$ cat src/rtl/hrange_arbiter.sv
// hrange_arbiter: two-requester round-robin front end for one shared
// range generator; the winner's beats stream through combinationally.
module hrange_arbiter #(
   parameter int WIDTH = 32
) (
   input  logic                    _clock,
   input  logic                    _reset,
   input  logic                    r0__req,
   input  logic                    r1__req,
   input  logic signed [WIDTH-1:0] r0_base,
   input  logic signed [WIDTH-1:0] r0_limit,
   input  logic signed [WIDTH-1:0] r0_step,
   input  logic signed [WIDTH-1:0] r1_base,
   input  logic signed [WIDTH-1:0] r1_limit,
   input  logic signed [WIDTH-1:0] r1_step,
   input  logic                    r0__ready,
   input  logic                    r1__ready,
   output logic                    r0__valid,
   output logic                    r1__valid,
   output logic signed [WIDTH-1:0] r0__0,
   output logic signed [WIDTH-1:0] r1__0,
   output logic                    r0__done,
   output logic                    r1__done,
   output logic                    gen__start,
   output logic                    gen__reset,
   output logic signed [WIDTH-1:0] gen_base,
   output logic signed [WIDTH-1:0] gen_limit,
   output logic signed [WIDTH-1:0] gen_step,
   output logic                    gen__ready,
   input  logic                    gen__valid,
   input  logic                    gen__done,
   input  logic signed [WIDTH-1:0] gen__0,
   output logic                    grant,
   output logic                    busy
);

   typedef enum logic [1:0] {IDLE, START, STREAM} state_t;

   state_t                  state;
   logic                    last;
   logic                    pick;
   logic                    stream;
   logic                    sel_ready;
   logic                    take0;
   logic                    take1;
   logic signed [WIDTH-1:0] hold0;
   logic signed [WIDTH-1:0] hold1;

   assign stream     = (state == STREAM);
   assign sel_ready  = grant ? r1__ready : r0__ready;
   assign gen__ready = stream & sel_ready;
   assign r0__valid  = stream & ~grant & gen__valid;
   assign r1__valid  = stream & grant & gen__valid;
   assign r0__0      = (stream & ~grant) ? gen__0 : hold0;
   assign r1__0      = (stream & grant) ? gen__0 : hold1;
   assign take0      = r0__valid & r0__ready;
   assign take1      = r1__valid & r1__ready;

   // With both asking, whoever was not served last goes next.
   assign pick = r0__req ? (r1__req & ~last) : 1'b1;

   always_ff @(posedge _clock) begin
      gen__reset <= _reset;
      if (_reset) begin
         state      <= IDLE;
         busy       <= 1'b0;
         grant      <= 1'b0;
         gen__start <= 1'b0;
         r0__done   <= 1'b0;
         r1__done   <= 1'b0;
         gen_base   <= '0;
         gen_limit  <= '0;
         gen_step   <= '0;
         hold0      <= '0;
         hold1      <= '0;
         last       <= 1'b1;
      end else begin
         r0__done <= 1'b0;
         r1__done <= 1'b0;
         if (take0) hold0 <= gen__0;
         if (take1) hold1 <= gen__0;
         unique case (state)
            IDLE: begin
               if (r0__req | r1__req) begin
                  grant      <= pick;
                  busy       <= 1'b1;
                  gen__start <= 1'b1;
                  gen_base   <= pick ? r1_base : r0_base;
                  gen_limit  <= pick ? r1_limit : r0_limit;
                  gen_step   <= pick ? r1_step : r0_step;
                  state      <= START;
               end
            end
            // A previously finished generator still shows done here.
            START: begin
               gen__start <= 1'b0;
               state      <= STREAM;
            end
            STREAM: begin
               if (gen__done & ~gen__valid) begin
                  r0__done <= ~grant;
                  r1__done <= grant;
                  busy     <= 1'b0;
                  last     <= grant;
                  state    <= IDLE;
               end
            end
            default: state <= IDLE;
         endcase
      end
   end

endmodule

$ cat config.mk
export PLATFORM = sky130hd
export DESIGN_NAME = hrange_arbiter
export DESIGN_NICKNAME = d
export VERILOG_FILES = /design/src/rtl/hrange_arbiter.sv
export SDC_FILE = /design/constraint.sdc
export NUM_CORES = 1
export LEC_CHECK = 0
export ABC_AREA = 1
export CORE_AREA = 4 4 152 154
export CTS_CLUSTER_SIZE = 20
export DETAILED_ROUTE_END_ITERATION = 16
export DIE_AREA = 0 0 156 158
export PLACE_DENSITY = 0.79
export SLEW_MARGIN = 15
export SYNTH_ARGS = -nofsm -noshare
export SYNTH_HDL_FRONTEND = slang
export SYNTH_SLANG_ARGS = --single-unit
$ cat constraint.sdc
create_clock -name _clock -period 1.7 [get_ports _clock]
set_input_delay 0.255 -clock _clock [delete_from_list [all_inputs] [get_ports _clock]]
set_output_delay 0.255 -clock _clock [all_outputs]
set_load 0.03 [all_outputs]
== After elaboration in Yosys (flattened, before gate mapping) ==
Index checks and enable logic that the tools add are counted.
Word-level totals
  register bits: 169
  latch bits: 0
  bits in writable memories: 0
  ROM bits: 0
  output and inout port bits: 169
  logic and storage cells: 55
  memories: 0
Cells by class
  $add $sub $neg: 0
  $mul: 0
  divide/modulo/power cells: 0
  magnitude comparators: 0
  equal/unequal tests: 4
  shifts and indexed selects: 0
  mux-type cells: 14
  bitwise logic cells: 15
  reductions and logical operators: 9
Operator list (count)
  $mux W32: 5
  $and A1 B1 Y1: 9
  $reduce_and A2 Y1: 4
  $pmux W2 S3: 1
  $not A1 Y1: 5
  $mux W1: 4
  $mux W2: 2
  $pmux W1 S2: 2
  $reduce_bool A2 Y1: 2
  $reduce_and A3 Y1: 1
  $reduce_or A3 Y1: 1
  $eq A2 B1 Y1 const B: 1
  $eq A2 B2 Y1 const B: 1
  $logic_not A2 Y1: 1
  $ne A2 B1 Y1 const B: 1
  $ne A2 B2 Y1 const B: 1
  $or A1 B1 Y1: 1

== Longest topological paths before layout ==
Gate-level depths: netlist (run 1).
  depth after elaboration: 4
  gate-level depth with buffers: 8
  mapped depth without buffers: 6

== Worst setup path after synthesis (run 1) ==
Ideal clock, no wire load.
  path kind: flip-flop to output port
  start point: register grant
  end point: output port r1__0[0]
  arrival: 1.786 ns
  data required time: 1.445 ns
  slack: -0.341 ns
  stages on the path, launching flop included: 5
  buffers on the path: 2
  path through: dfxtp_1 > nand3_2 > buf_2 > buf_2 > o21ai_0
Between the ends
  cells in the longest elaborated chain, start to end: 2
Ends and longest elaborated chain
  start: declaration: RTL line 33  | output logic grant,
  start signal: assignment: RTL line 85  | grant <= pick;
  $and A1 B1 Y1: RTL line 55  | assign r1__0 = (stream & grant) ? gen__0 : hold1;
  $mux W32: RTL line 55
  end: declaration: RTL line 21  | output logic signed [WIDTH-1:0] r1__0,
No other way between the ends.

== Final worst setup path (run 1) ==
  start point: register state[1]
  end point: output port r0__0[1]
Between the ends
  cells in the longest elaborated chain, start to end: 3
Ends and longest elaborated chain
  start: declaration: RTL line 39  | state_t state;
  start signal: assignment: RTL line 65  | state <= IDLE;
  start signal: assignment: RTL line 91  | state <= START;
  start signal: assignment: RTL line 97  | state <= STREAM;
  $eq A2 B2 Y1: RTL line 49  | assign stream = (state == STREAM);
  $and A1 B1 Y1: RTL line 54  | assign r0__0 = (stream & ~grant) ? gen__0 : hold0;
  $mux W32: RTL line 54
  end: declaration: RTL line 20  | output logic signed [WIDTH-1:0] r0__0,
No other way between the ends.

==> flow_summary.json, run 1 <==
{
  "intPower_uw": 7915,
  "boundaryPins": 401,
  "setup_viol": 67,
  "worstPathRequired_ps": 1440,
  "critPathTopFamily": "buffers and inverters",
  "vdd_drop_max_v": 0.0006523,
  "fp.dieH_um": 158,
  "netlist.area_leader.share": 0.3978,
  "synth_edf_count": 0,
  "path_cells": "inv_4 -> nor2_4 -> nand2_4 -> buf_12 -> o21ai_1 -> buf_4",
  "yosysTopAreaCell": "dfxtp_1",
  "p_per_area_nw_per_um2": 839.9,
  "h-tree-depth": 4,
  "min_to": "hold0[7]$_SDFFE_PP0P_",
  "synthesis.nets": 1651,
  "power.net_switching_uw": 4157,
  "core_area_um2": 21690,
  "final_common_cell": "nor2_1",
  "cp_max_fo": 31,
  "r2r_slack_ps": 100,
  "synthArstFlopShare": 0,
  "failed_checks": "negative setup slack",
  "seq_area_frac_synth": 0.3978,
  "use_met1": 0.3004,
  "dieArea_um2": 24650,
  "slew_headroom": 0.6992,
  "cts_tree": "built",
  "cts.clk_slew.worst_paths_ps": 70,
  "place.gp.congestion": 0.9557,
  "cts_made_buffers": 17,
  "grt_usage": 0.2634,
  "cp-start-kind": "flop",
  "dpl.hpwl_um": 25270,
  "ys_types": 24,
  "ys_ff_latch": 169,
  "syn_area_per_cell_um2": 5.994,
  "seqCellArea_um2": 3395,
  "p_clk_frac": 0.324,
  "grt_overflow": 0,
  "timing.critical_path.arrival_ps": 1620,
  "routed_via_density": 4.748,
  "antenna_found_initial": 8,
  "firstDrtPassIters": 5,
  "finalHoldViolations": 0,
  "drc": 0,
  "grt_pass1_vias": 9550,
  "die_x_um": 156,
  "slew_violations": 0,
  "period_share": 1.103,
  "hold_ws_ps": 429.1,
  "slowest_delay_ps": 390,
  "ff2ff_path_depth": 9,
  "yosys-top-cells-area": "dfxtp_1 (40%), nor2_1 (19%), nand2_1 (16%)",
  "p_seq_frac": 0.372,
  "area_growth_pct": 68.99,
  "ys_warn_count": 0,
  "endpoint_kind": "primary output",
  "switching_share": 0.3443,
  "core.rowCount": 54,
  "final_cell_mix": "nor2_1 (422), nand2_1 (325), clkdlybuf4s50_1 (231)",
  "crit_type": "reg2out",
  "min_path_type": "in2reg",
  "path_buf_inv": 3,
  "place_area_um2": 13010,
  "fillCellCount": 1897,
  "drt_iter0_drc": 543,
  "cts_max_path_buffers": 2,
  "initial_core_util": 0.3922,
  "wl_um": 34380,
  "postRouteAntennaNets": 0,
  "wl_per_cell_um": 16.28,
  "portBuffers": 400,
  "cts_root_buf": "clkbuf_16",
  "max_cap_viol_count": 0,
  "finClkSkew_ps": 9.239,
  "holdPathStages": 3,
  "reg2reg_to": "hold1[29]$_SDFFE_PP0P_",
  "multi_input_area_um2": 4573,
  "finalWorstSetupSlack_ps": -174.8,
  "power_frac_comb": 0.304,
  "grt_max_degree": 56,
  "layout.nets": 2044,
  "grt_pass1_wl_um": 51040,
  "met2_usage": 0.4597,
  "vias": 10030,
  "top_usage_layer": "met2",
  "cellLeakagePower_uw": 0.007119,
  "fmax_mhz": 533.4,
  "synth_area_um2": 8506,
  "layout-drive-gt1-share": 0.1441,
  "crit-reg2reg-launch": "state[0]$_SDFFE_PP0P_",
  "clock_latency_ps": 430,
  "min_period_ps": 1875,
  "status": "finished with violations",
  "hold_path_startpoint": "gen__0[7]",
  "cp_slowest_cell": "dfxtp_4",
  "worst_slew_pin_slew_ps": 453.0,
  "synthFlopType": "dfxtp_1",
  "rsz0062_at_grt": "yes",
  "cts_num_sinks": 169,
  "netlist_instances": 1419,
  "met3_usage": 0.08092,
  "finalInstanceArea_um2": 14370
}
[final cells by class]
class | count | area share
inverter | 169 | 0.04466
timing repair buffer | 463 | 0.3350
sequential | 169 | 0.2362
antenna | 7 | 0.001219
clock inverter | 15 | 0.01079
tap | 280 | 0.02437
multi-input combinational | 992 | 0.3182
clock buffer | 17 | 0.02960
[registers in the layout, indices dropped and copies added (netlist names)]
register / flops
gen_step: 32
gen_base: 32
grant: 1
gen__reset: 1
r1__done: 1
gen_limit: 32
r0__done: 1
hold0: 32
gen__start: 1
last: 1
state: 2
busy: 1
hold1: 32
[synthesized netlist by cell type, types with 2 or more instances]
cell type and number:
inv_2 2, o21ai_1 35, nor2_1 424, dfxtp_1 169
nand2_1 358, a21oi_1 4, inv_1 166, clkbuf_1 25
nand3_1 34, buf_1 3, buf_6 3, o21ai_0 127
buf_4 8, nor2_2 2, buf_2 50
[metrics by stage]
stage | setup slack, ps | utilization | instances | power, uW | TNS, ps
final | -174.8 | 0.6627 | 2112 | 12070 | -6645
after global routing | -242.9 | 0.6625 | 2110 | 12610 | -11630
after CTS | -159.9 | 0.6488 | 2103 | 12080 | -7801
after floorplan | -67.86 | - | 1419 | 6436 | -809.6
after detailed placement | -86.32 | 0.6000 | 2060 | 8257 | -4037
after global placement | -74.41 | 0.6000 | 2060 | 8229 | -3674
[kinds of logic after synthesis]
family	Yosys count	synth area share
DFF	169	0.3978
buffers and inverters	258	0.1274
AOI/OAI and AO/OA	169	0.1006
and+or+nand+nor	823	0.3742
[power groups by stage]
stage          Combinational [uW]  Clock (uW)  Sequential, uW
2_1_floorplan                1310           0            5130
3_3_place_gp                 3660           0            4570
3_5_place_dp                 3690           0            4570
4_1_cts                      3620        3980            4490
5_1_grt                      3960        4120            4530
6_report                     3670        3910            4500
[routing by layer]
| metal | vias up | part of all wire |
|---|---|---|
| li1 | 5052 | - |
| met4 | 4 | 0.031 |
| met3 | 64 | 0.076 |
| met2 | 360 | 0.51 |
| met5 | - | 0.00076 |
| met1 | 4547 | 0.39 |
[worst min-delay path, cell delays in order]
cell and delay, ps:
clkdlybuf4s50_1 410, nor2_1 100, nor2_1 50
[timing repair]
item	CTS	global route
pin swaps	1	0
cloned	4	1
setup endpoints to repair	168	70
gates resized for setup	222	60
buffers inserted	7	1
hold buffers	0	0
[how the worst max path moves through the flow]
stage / startpoint / endpoint / cells past startpoint
final: state[1]$_SDFFE_PP0P_ / r0__0[1] / 6
after global routing: state[1]$_SDFFE_PP0P_ / r0__0[1] / 6
after CTS: state[1]$_SDFFE_PP0P_ / r0__0[17] / 6
after detailed placement: r1__req / gen_limit[21]$_SDFFE_PP0P_ / 8
after global placement: r1__req / gen_limit[23]$_SDFFE_PP0P_ / 8
after floorplan: state[1]$_SDFFE_PP0P_ / r0__0[22] / 5
No activity file was read; power rests on OpenSTA's default activity.
==> inputs of run 2 (changes only) <==
- SLEW_MARGIN: 15 -> 20
==> results of run 2 <==
The final DEF is identical to that of run 1; final timing and power are the same.
